### config.mk
export PLATFORM = sky130hd
export DESIGN_NAME = button_conditioner
export DESIGN_NICKNAME = d
export VERILOG_FILES = /design/src/rtl/button_conditioner.sv
export SDC_FILE = /design/constraint.sdc
export NUM_CORES = 1
export LEC_CHECK = 0
export BUFFER_PORTS_ARGS = -buffer_cell sky130_fd_sc_hd__buf_2
export CAP_MARGIN = 20
export CORE_MARGIN = 4
export CORE_UTILIZATION = 51
export CTS_BUF_LIST = sky130_fd_sc_hd__clkbuf_4
export CTS_CLUSTER_SIZE = 20
export DETAILED_ROUTE_END_ITERATION = 8
export GPL_ROUTABILITY_DRIVEN = 0
export GPL_TIMING_DRIVEN = 0
export PLACE_DENSITY = 0.65
export SLEW_MARGIN = 0
export SYNTH_ARGS = -nofsm -noshare
export SYNTH_HDL_FRONTEND = slang
export SYNTH_SLANG_ARGS = --single-unit
export TNS_END_PERCENT = 50
### constraint.sdc
create_clock -name clk -period 4 [get_ports clk]
set_input_delay 0.6 -clock clk [delete_from_list [all_inputs] [get_ports clk]]
set_output_delay 0.6 -clock clk [all_outputs]
set_load 0.01 [all_outputs]
### src/rtl/button_conditioner.sv
// button_conditioner: synchronizes and debounces a pushbutton, producing level, edge pulses,
// a one-shot long-press pulse, a press toggle and a wrapping press counter.
module button_conditioner #(
    parameter int DEBOUNCE_CYCLES = 250000,
    parameter int LONG_CYCLES     = 25000000,
    parameter int CNT_W           = 25
) (
    input  logic       clk,
    input  logic       reset,
    input  logic       btn_raw,
    output logic       btn_level,
    output logic       btn_rise,
    output logic       btn_fall,
    output logic       long_press,
    output logic       toggle,
    output logic [7:0] press_count
);
    typedef enum logic [1:0] {REL, CHK_P, PRS, CHK_R} state_t;
    // The check states are entered on the first differing sample, so DEBOUNCE_CYCLES
    // samples are complete when the counter holds DEBOUNCE_CYCLES-2.
    localparam logic [CNT_W-1:0] DB_END   = CNT_W'(DEBOUNCE_CYCLES - 2);
    localparam logic [CNT_W-1:0] LONG_END = CNT_W'(LONG_CYCLES - 1);
    localparam logic [CNT_W-1:0] LONG_SAT = CNT_W'(LONG_CYCLES);
    localparam logic [CNT_W-1:0] ONE      = CNT_W'(1);
    state_t           state;
    logic [CNT_W-1:0] cnt;
    logic             s1, btn_s, fired;
    always_ff @(posedge clk or negedge reset) begin
        if (!reset) begin
            s1    <= 1'b0;
            btn_s <= 1'b0;
        end else begin
            s1    <= btn_raw;
            btn_s <= s1;
        end
    end
    always_ff @(posedge clk or negedge reset) begin
        if (!reset) begin
            state       <= REL;
            cnt         <= '0;
            fired       <= 1'b0;
            btn_level   <= 1'b0;
            btn_rise    <= 1'b0;
            btn_fall    <= 1'b0;
            long_press  <= 1'b0;
            toggle      <= 1'b0;
            press_count <= '0;
        end else begin
            btn_rise   <= 1'b0;
            btn_fall   <= 1'b0;
            long_press <= 1'b0;
            case (state)
                REL: if (btn_s) begin
                    state <= CHK_P;
                    cnt   <= '0;
                end
                CHK_P: if (!btn_s) begin
                    state <= REL;
                end else if (cnt == DB_END) begin
                    state       <= PRS;
                    cnt         <= '0;
                    fired       <= 1'b0;
                    btn_level   <= 1'b1;
                    btn_rise    <= 1'b1;
                    toggle      <= ~toggle;
                    press_count <= press_count + 8'd1;
                end else begin
                    cnt <= cnt + ONE;
                end
                PRS: if (!btn_s) begin
                    state <= CHK_R;
                    cnt   <= '0;
                end else begin
                    if (cnt != LONG_SAT) cnt <= cnt + ONE;
                    // fired survives release bounces so one press yields one long_press
                    if (cnt == LONG_END && !fired) begin
                        long_press <= 1'b1;
                        fired      <= 1'b1;
                    end
                end
                CHK_R: if (btn_s) begin
                    state <= PRS;
                    cnt   <= '0;
                end else if (cnt == DB_END) begin
                    state     <= REL;
                    cnt       <= '0;
                    btn_level <= 1'b0;
                    btn_fall  <= 1'b1;
                end else begin
                    cnt <= cnt + ONE;
                end
                default: state <= REL;
            endcase
        end
    end
endmodule

# --- Word level (Yosys, flattened, before mapping) ---
# Cells that the tools add are included.
totals:
  ff_bits: 43
  input_bits: 3
  out_inout_bits: 13
  wordCells: 72
op_classes:
  n_addsub: 2
  eq_ne: 17
  muxes: 31
  bitwise_logic: 1
  n_reduce_logical: 10
op_table:
  columns: ["operator", "count"]
  rows:
  - ["$mux W25", 6]
  - ["$pmux W25 S4", 1]
  - ["$add A25 B1 Y25 const B", 1]
  - ["$eq A25 B18 Y1 const B", 1]
  - ["$eq A25 B25 Y1 const B", 1]
  - ["$ne A25 B25 Y1 const B", 1]
  - ["$ne A2 B2 Y1 const B", 8]
  - ["$mux W1", 15]
  - ["$mux W2", 6]
  - ["$reduce_and A5 Y1", 2]
  - ["$ne A3 B3 Y1 const B", 3]
  - ["$add A8 B1 Y8 const B", 1]
  - ["$pmux W2 S4", 1]
  - ["$reduce_and A3 Y1", 2]
  - ["$eq A2 B2 Y1 const B", 2]
  - ["$pmux W1 S2", 2]
  - ["$reduce_and A4 Y1", 1]
  - ["$reduce_bool A2 Y1", 2]
  - ["$eq A2 B1 Y1 const B", 1]
  - ["$logic_not A2 Y1", 1]
  - ["$logic_and A1 B1 Y1", 1]
  - ["$logic_not A1 Y1", 1]
  - ["$not A1 Y1", 1]

# --- Longest topological paths before layout ---
# Gate-level depths: netlist of the first run.
logic_depth:
  depth_word: 5
  mapped_depth: 8
  depth_no_buf: 7

# --- Least setup slack after synthesis of the first run ---
# OpenSTA, ideal clock, no wires.
synth_path:
  path_kind: "reg2reg"
  startpoint: "register cnt[0]"
  endpoint: "register press_count[3]"
  setup_time_ps: 126
  t_arrival_ps: 1837
  path_slack_ps: 2037
  path_stages_with_launch: 9
  synth_period_minus_slack_ps: 1963
  cell_sequence: "dfrtp_1 > inv_1 > ha_1 > nor4bb_1 > nand4_2 > nor4_4 > buf_6 > nand4_1 > xnor2_1"
synth_between:
  elab_chain_cells: 2
synth_lines:
  columns: ["item", "line", "source"]
  rows:
  - ["from (decl)", "26", "logic [CNT_W-1:0] cnt;"]
  - ["from (signal assigned)", "68", "cnt <= cnt + ONE;"]
  - ["from (signal assigned)", "74", "if (cnt != LONG_SAT) cnt <= cnt + ONE;"]
  - ["from (signal assigned)", "90", "cnt <= cnt + ONE;"]
  - ["$eq A25 B18 Y1", "59", "end else if (cnt == DB_END) begin"]
  - ["$reduce_and A3 Y1 (no line)", null, null]
  - ["to (signal assigned)", "66", "press_count <= press_count + 8'd1;"]
  - ["to (decl)", "16", "output logic [7:0] press_count"]
# Every way passes these cells.
# A chain may end at the register's enable or synchronous reset.

# --- Worst setup path in the final report of the first run ---
layout_path:
  startpoint: "register cnt[0]"
  endpoint: "register cnt[22]"
layout_between:
  elab_chain_cells: 4
  word_cells_on_any_way: 11
  classes_between: "add/sub: 1; eq/ne: 3; mux: 6; reduce/logical: 1"
layout_lines:
  columns: ["item", "line", "source"]
  rows:
  - ["$add A25 B1 Y25 or $eq A25 B18 Y1 (tied branches)", null, null]
  - ["$mux W25 (on tied branches)", "59, 84, 74", null]
  - ["$mux W25 (on tied branches)", "81, 57, 70", null]
  - ["$pmux W25 S4", "52", "case (state)"]
# Several ways; a longest one is shown, not always the timed one. The select of a mux whose other input is x is not followed.

==> flow_metrics.py, run 1 <==
metrics = {
    "floorplan": {
        "dieArea_um2": 5411,
        "num_io_pins": 16,
        "rows": 23,
        "die-height_um": 73.56,
        "coreArea_um2": 4086,
        "initial_core_util": 0.5364,
        "die_w_um": 73.56,
    },
    "synthesis": {
        "synthCells": 215,
        "syn-cell-area_um2": 2192,
        "yosysMostFrequentCell": "dfrtp_1",
        "netlist_top_cells_count": "43 x dfrtp_1, 32 x nor2_1, 26 x xnor2_1",
        "syn_avg_cell_area_um2": 10.20,
        "yosys_warnings": 0,
        "async_flop_share": 1.000,
        "synth-edff-count": 0,
        "synth_seq_cells": 43,
        "synth_nets": 222,
        "yosysSeqAreaShare": 0.4909,
        "synthTopCellsByArea": "dfrtp_1 49%, xnor2_1 10%, nor2_1 5.5%, nand4_1 3.1%, nor3_1 2.5%",
        "synth_ff_type": "dfrtp_1",
        "yosysTopAreaCellShare": 0.4909,
        "synth_cell_types": 45,
        "yosys.area.top_type": "dfrtp_1",
    },
    "critical_path": {
        "path_common_cell": "nor2_1",
        "cp_top_family": "simple AND/OR/NAND/NOR gates",
        "critPathArrivalTime_ns": 2.55,
        "slowest_stage": "dfrtp_1",
        "rrSetupSlack_ns": 1.70,
        "cp_num_buf_inv": 2,
        "start_kind": "flip-flop",
        "r2r_start": "cnt[0]",
        "critical_path.max_fanout": 10,
        "path_cells": "inv_1 -> ha_1 -> nor4bb_1 -> nand4_2 -> nor2_1 -> o21a_1 -> buf_2 -> nor2_1",
        "cp_slowest_stage_delay_ns": 0.44,
        "cp-end-kind": "flip-flop",
        "r2r_cells": 8,
        "crit_type": "flip-flop to flip-flop",
        "reg2reg_to": "cnt[22]",
        "worstPathRequired_ns": 4.25,
    },
    "clock_network": {
        "root_buffer": "clkbuf_4",
        "cts_tree": "done",
        "clk_pin_slew_worst_paths_ns": 0.13,
        "post_cts_buffers": 0,
        "cts_repair_resize_count": 0,
        "cts_hold_buf": 0,
        "clk_latency_ns": 0.36,
        "cts_inserted_buffers": 5,
        "clockBufferDepth": 2,
        "clock-sinks": 43,
        "htree_levels": 2,
    },
    "timing": {
        "setup_viol": 0,
        "period_share": 0.5740,
        "slew_headroom": 0.3668,
        "setup_tns_ns": 0,
        "skew_ns": 0.01253,
        "max_slew.worst_pin.slew_ns": 0.9498,
        "hold_viol_final": 0,
        "layout_min_cycle_time_ns": 2.296,
        "timing.fmax_ghz": 0.4356,
        "rsz0062_at_grt": "false",
        "drv_slew": 0,
    },
    "run": {
        "max-cap-violations": 0,
    },
    "worst_hold_path": {
        "whs_endpoint": "s1",
        "min_from": "btn_raw",
        "hold_depth": 1,
        "hold_path.class": "input port to flip-flop",
    },
    "power": {
        "fin_total_pwr_mw": 0.8231,
        "cellPowerDensity_nw_per_um2": 338.1,
        "ir_worst_vdd_mv": 0.1747,
        "p_leak_nw": 1.092,
    },
    "grt": {
        "grt.total_usage": 0.1796,
        "globalRoute.totalOverflow": 0,
        "antenna_found_initial": 0,
        "grt_start_max_net_pins": 44,
        "grt_pass1_wl_um": 7479,
        "grt_pass1_vias": 1604,
    },
    "drt": {
        "avgViaCountPerCell": 5.635,
        "drc": 0,
        "drtIter0Drc": 101,
        "wl_per_cell_um": 15.18,
        "antenna_left": 0,
        "firstDrtPassIters": 4,
        "num_vias": 1623,
        "wl_um": 4371,
    },
    "place": {
        "portBuffers": 15,
        "dp_hpwl_um": 3073,
    },
    "finish": {
        "multi_input_area_um2": 1023,
        "area_delta_synth_final_pct": 11.07,
        "regArea_um2": 1076,
        "antenna_cells": 0,
        "fill_cells": 341,
        "fin_nets": 244,
        "layout-drive-gt1-share": 0.1723,
    },
    "status": {
        "status": "completed",
    },
}
## sequential cells by signal, indices dropped and copies added (netlist names), named ones only
name and cells:
cnt 25, press_count 8, btn_fall 1, btn_level 1
btn_rise 1, btn_s 1, fired 1, long_press 1
s1 1, state 1, toggle 1
## metal layers
layer / global-route usage / vias up / part of all wire
met5: 0 / - / 0
met4: 0.06237 / 0 / 0.013
met3: 0.04788 / 4 / 0.040
met2: 0.3012 / 35 / 0.49
met1: 0.2222 / 804 / 0.46
li1: - / 780 / -
## metrics by stage
stage          worst slack [ns]    util  cells  hold slack (ns)  cell area [um^2]
4_1_cts                   1.714  0.5958    288           0.3190              2435
6_report                  1.704  0.5958    288           0.3381              2435
3_5_place_dp              1.738  0.5701    280           0.3355              2330
2_1_floorplan             2.037       -    215           0.3044              2192
5_1_grt                   1.457  0.5958    288           0.3133              2435
3_3_place_gp              1.824  0.5701    280           0.3381              2330
## placed cells by master, fill, tap and decap left out, types with 2 or more instances in the layout
| master | count |
|---|---|
| and3_1 | 3 |
| and4_1 | 3 |
| and4bb_2 | 2 |
| buf_2 | 17 |
| buf_6 | 3 |
| bufinv_16 | 2 |
| clkbuf_4 | 5 |
| dfrtp_1 | 43 |
| ha_1 | 4 |
| inv_1 | 12 |
| mux2_2 | 2 |
| nand2_1 | 13 |
| nand3_1 | 9 |
| nand4_1 | 11 |
| nor2_1 | 32 |
| nor3_1 | 11 |
| nor4_1 | 4 |
| o21ai_0 | 2 |
| xnor2_1 | 26 |
| xor2_1 | 6 |
## cell families (layout without fill, tap and decap cells)
group | Yosys count | in the layout | share of synthesized area
XOR/XNOR | 32 | 32 | 0.1279
AND/OR/NAND/NOR | 105 | 105 | 0.2683
buffers and inverters | 18 | 41 | 0.04223
flip-flops | 43 | 43 | 0.4909
AO/OA/AOI/OAI | 11 | 11 | 0.03768
multiplexers | 2 | 2 | 0.01027
adder cells (fa/ha/maj) | 4 | 4 | 0.02283
## report_power, final
group	switching (mW)	internal (mW)	total, mW	leakage [nW]
Clock	0.146	0.194	0.340	0.0514
Sequential	0.00739	0.440	0.448	0.592
Combinational	0.0235	0.0115	0.0350	0.449
Total	0.177	0.646	0.823	1.09
## worst max path at each step
stage / startpoint / endpoint / cells past startpoint
5_1_grt: cnt[0] / cnt[14] / 8
3_5_place_dp: cnt[0] / cnt[22] / 8
2_1_floorplan: cnt[0] / press_count[3] / 8
4_1_cts: cnt[0] / cnt[23] / 8
6_report: cnt[0] / cnt[22] / 8
3_3_place_gp: cnt[0] / cnt[14] / 8
## area by class of cell
| class | instances | area share |
|---|---|---|
| tap | 50 | 0.02569 |
| multi-input combinational | 154 | 0.4203 |
| inverter | 12 | 0.01850 |
| timing repair buffer | 15 | 0.03083 |
| clock buffer | 5 | 0.01542 |
| clock inverter | 3 | 0.02775 |
| sequential | 43 | 0.4419 |
| buffer | 6 | 0.01953 |
## worst reg2reg max path: cells and delay by family (launching register included)
kind / cells / cell delay (ns)
simple gates: 4 / 0.91
buf+inv: 2 / 0.38
fa+ha+maj: 1 / 0.18
flops: 1 / 0.44
compound gates: 1 / 0.28
Power figures use the tool's default switching activity.
==> run 2, diff against run 1 <==
==> constraint.sdc (replaced) <==
create_clock -name clk -period 2.3 [get_ports clk]
set_input_delay 0.345 -clock clk [delete_from_list [all_inputs] [get_ports clk]]
set_output_delay 0.345 -clock clk [all_outputs]
set_load 0.01 [all_outputs]
==> run 2 against run 1 <==
- first-iteration DRC count decreased by 9.9%
- core utilization increased by 0.37 points
- routed wire length grew 0.89%
- combinational power is 78% higher
- sequential share of layout area fell by 0.27 points
- final cell count unchanged
- global-route usage unchanged
- via count shrank 0.31%
- largest power group unchanged
- flip-flop and latch count is the same
- highest routed layer unchanged
- design area rose by 0.62%
- power rose by 74%
- critical path type unchanged
==> flow_metrics.py, run 2 (same netlist as run 1, synthesis figures left out) <==
metrics = {
    "place": {
        "postPlaceCellArea_um2": 2330,
        "dp_hpwl_um": 3073,
        "portBuffers": 15,
        "dp.cells": 280,
    },
    "critical_path": {
        "critical_path.max_fanout": 10,
        "crit_type": "flip-flop to flip-flop",
        "slowest_stage": "dfrtp_1",
        "path_cells": "inv_1 -> ha_1 -> nor4bb_2 -> nand4_2 -> nor4_4 -> buf_6 -> nand4_1 -> xnor2_1",
        "cp_top_family": "simple AND/OR/NAND/NOR gates",
        "start_kind": "flip-flop",
        "cp_num_buf_inv": 2,
        "critPathArrivalTime_ns": 2.40,
        "cp-end-kind": "flip-flop",
        "cp_slowest_stage_delay_ns": 0.44,
        "worstPathRequired_ns": 2.57,
    },
    "finish": {
        "instances_no_fill": 288,
        "area_delta_synth_final_pct": 11.76,
        "largest_reg_flops": 25,
        "fill_cells": 337,
        "final_area_um2": 2450,
        "layout-drive-gt1-share": 0.1849,
        "mostFrequentLayoutCells": "43 x dfrtp_1, 31 x nor2_1, 26 x xnor2_1",
        "top_regs": "cnt (25), press_count (8)",
        "fin_nets": 244,
        "final_common_cell": "dfrtp_1",
        "utilization": 0.5995,
        "antenna_cells": 0,
        "largest-register": "cnt",
        "multi_input_area_um2": 1033,
        "regArea_um2": 1076,
    },
    "grt": {
        "antenna_found_initial": 0,
        "grt.total_usage": 0.1796,
        "globalRoute.totalOverflow": 0,
        "grt_pass1_vias": 1604,
        "grt_start_max_net_pins": 44,
        "grt_pass1_wl_um": 7479,
    },
    "floorplan": {
        "coreArea_um2": 4086,
        "die-height_um": 73.56,
        "dieArea_um2": 5411,
        "die_w_um": 73.56,
        "rows": 23,
        "num_io_pins": 16,
        "initial_core_util": 0.5364,
    },
    "run": {
        "max-cap-violations": 0,
    },
    "timing": {
        "slew_headroom": 0.3663,
        "setup_tns_ns": 0,
        "rsz0062_at_grt": "false",
        "timing.fmax_ghz": 0.4689,
        "drv_slew": 0,
        "period_share": 0.9272,
        "skew_ns": 0.01224,
        "hold_viol_final": 0,
        "setup_viol": 0,
        "layout_min_cycle_time_ns": 2.133,
        "max_slew.worst_pin.slew_ns": 0.9506,
    },
    "drt": {
        "firstDrtPassIters": 4,
        "avgViaCountPerCell": 5.618,
        "drtIter0Drc": 91,
        "antenna_left": 0,
        "drc": 0,
        "num_vias": 1618,
        "wl_per_cell_um": 15.31,
        "wl_um": 4410,
    },
    "clock_network": {
        "cts_inserted_buffers": 5,
        "root_buffer": "clkbuf_4",
        "cts_tree": "done",
        "cts_hold_buf": 0,
        "htree_levels": 2,
        "clock-sinks": 43,
        "clk_pin_slew_worst_paths_ns": 0.14,
        "post_cts_buffers": 0,
        "clk_latency_ns": 0.36,
        "clockBufferDepth": 2,
    },
    "worst_hold_path": {
        "hold_path.class": "input port to flip-flop",
    },
    "power": {
        "cellPowerDensity_nw_per_um2": 584.3,
        "p_leak_nw": 1.093,
        "ir_worst_vdd_mv": 0.3021,
    },
    "status": {
        "status": "completed",
    },
}
==> run 2: cell count changes in the layout (fill, tap and decap cells not counted) <==
cell,delta
o21a_1,-1
clkbuf_4,+2
nor4bb_1,-1
nor4bb_2,+1
o21a_2,+1
nor2_2,+1
buf_2,-2
nor2_1,-1
==> run 2: worst register-to-register path, cell delays in order, from the launching register on <==
cell	delay (ns)
dfrtp_1	0.44
inv_1	0.12
ha_1	0.18
nor4bb_2	0.30
nand4_2	0.19
nor4_4	0.34
buf_6	0.19
nand4_1	0.13
xnor2_1	0.15
==> run 2: area by class of cell <==
cell class                 count  share of cell area
sequential                    43              0.4392
inverter                      12             0.01839
clock buffer                   5             0.01532
clock inverter                 3             0.02758
buffer                         6             0.02145
tap                           50             0.02554
timing repair buffer          15             0.03064
multi-input combinational    154              0.4219
==> run 2: per-layer routing <==
metal,GRT usage,wire [um],vias to the layer above,share of wire
met3,0.04788,185,6,0.042
met5,0,0,-,0
li1,-,-,782,-
met1,0.2222,2037,793,0.46
met2,0.3012,2125,37,0.48
met4,0.06237,61,0,0.014
==> run 2: timing repair <==
action / in CTS / in global routing
setup endpoints to repair: 0 / 26
hold endpoints to repair: 0 / 0
gates resized for setup: 0 / 5
==> run 2: through the flow <==
| stage | hold WS, ns | worst slack, ns | power [mW] |
|---|---|---|---|
| after floorplan | 0.04941 | 0.3372 | 0.8244 |
| after global placement | 0.3381 | 0.1240 | 0.8504 |
| after detailed placement | 0.3355 | 0.03768 | 0.8543 |
| after CTS | 0.06398 | 0.01376 | 1.452 |
| after global routing | 0.05829 | 0.009962 | 1.493 |
| final | 0.08562 | 0.1675 | 1.431 |
==> run 2: where the power goes <==
part / switching (mW) / total (mW) / internal (mW)
registers: 0.0130 / 0.779 / 0.766
clock network: 0.253 / 0.590 / 0.338
logic: 0.0411 / 0.0624 / 0.0213
==> run 2: final timing paths <==
kind	slack [ns]	cells after the start	start	end
min in group asynchronous	0.11	1	reset	long_press
max reg2reg	0.17	8	cnt[0]	press_count[6]
max in group asynchronous	1.59	1	reset	cnt[4]
min reg2reg	0.36	0	s1	btn_s
min	0.09	1	btn_raw	s1
max	0.17	8	cnt[0]	press_count[6]
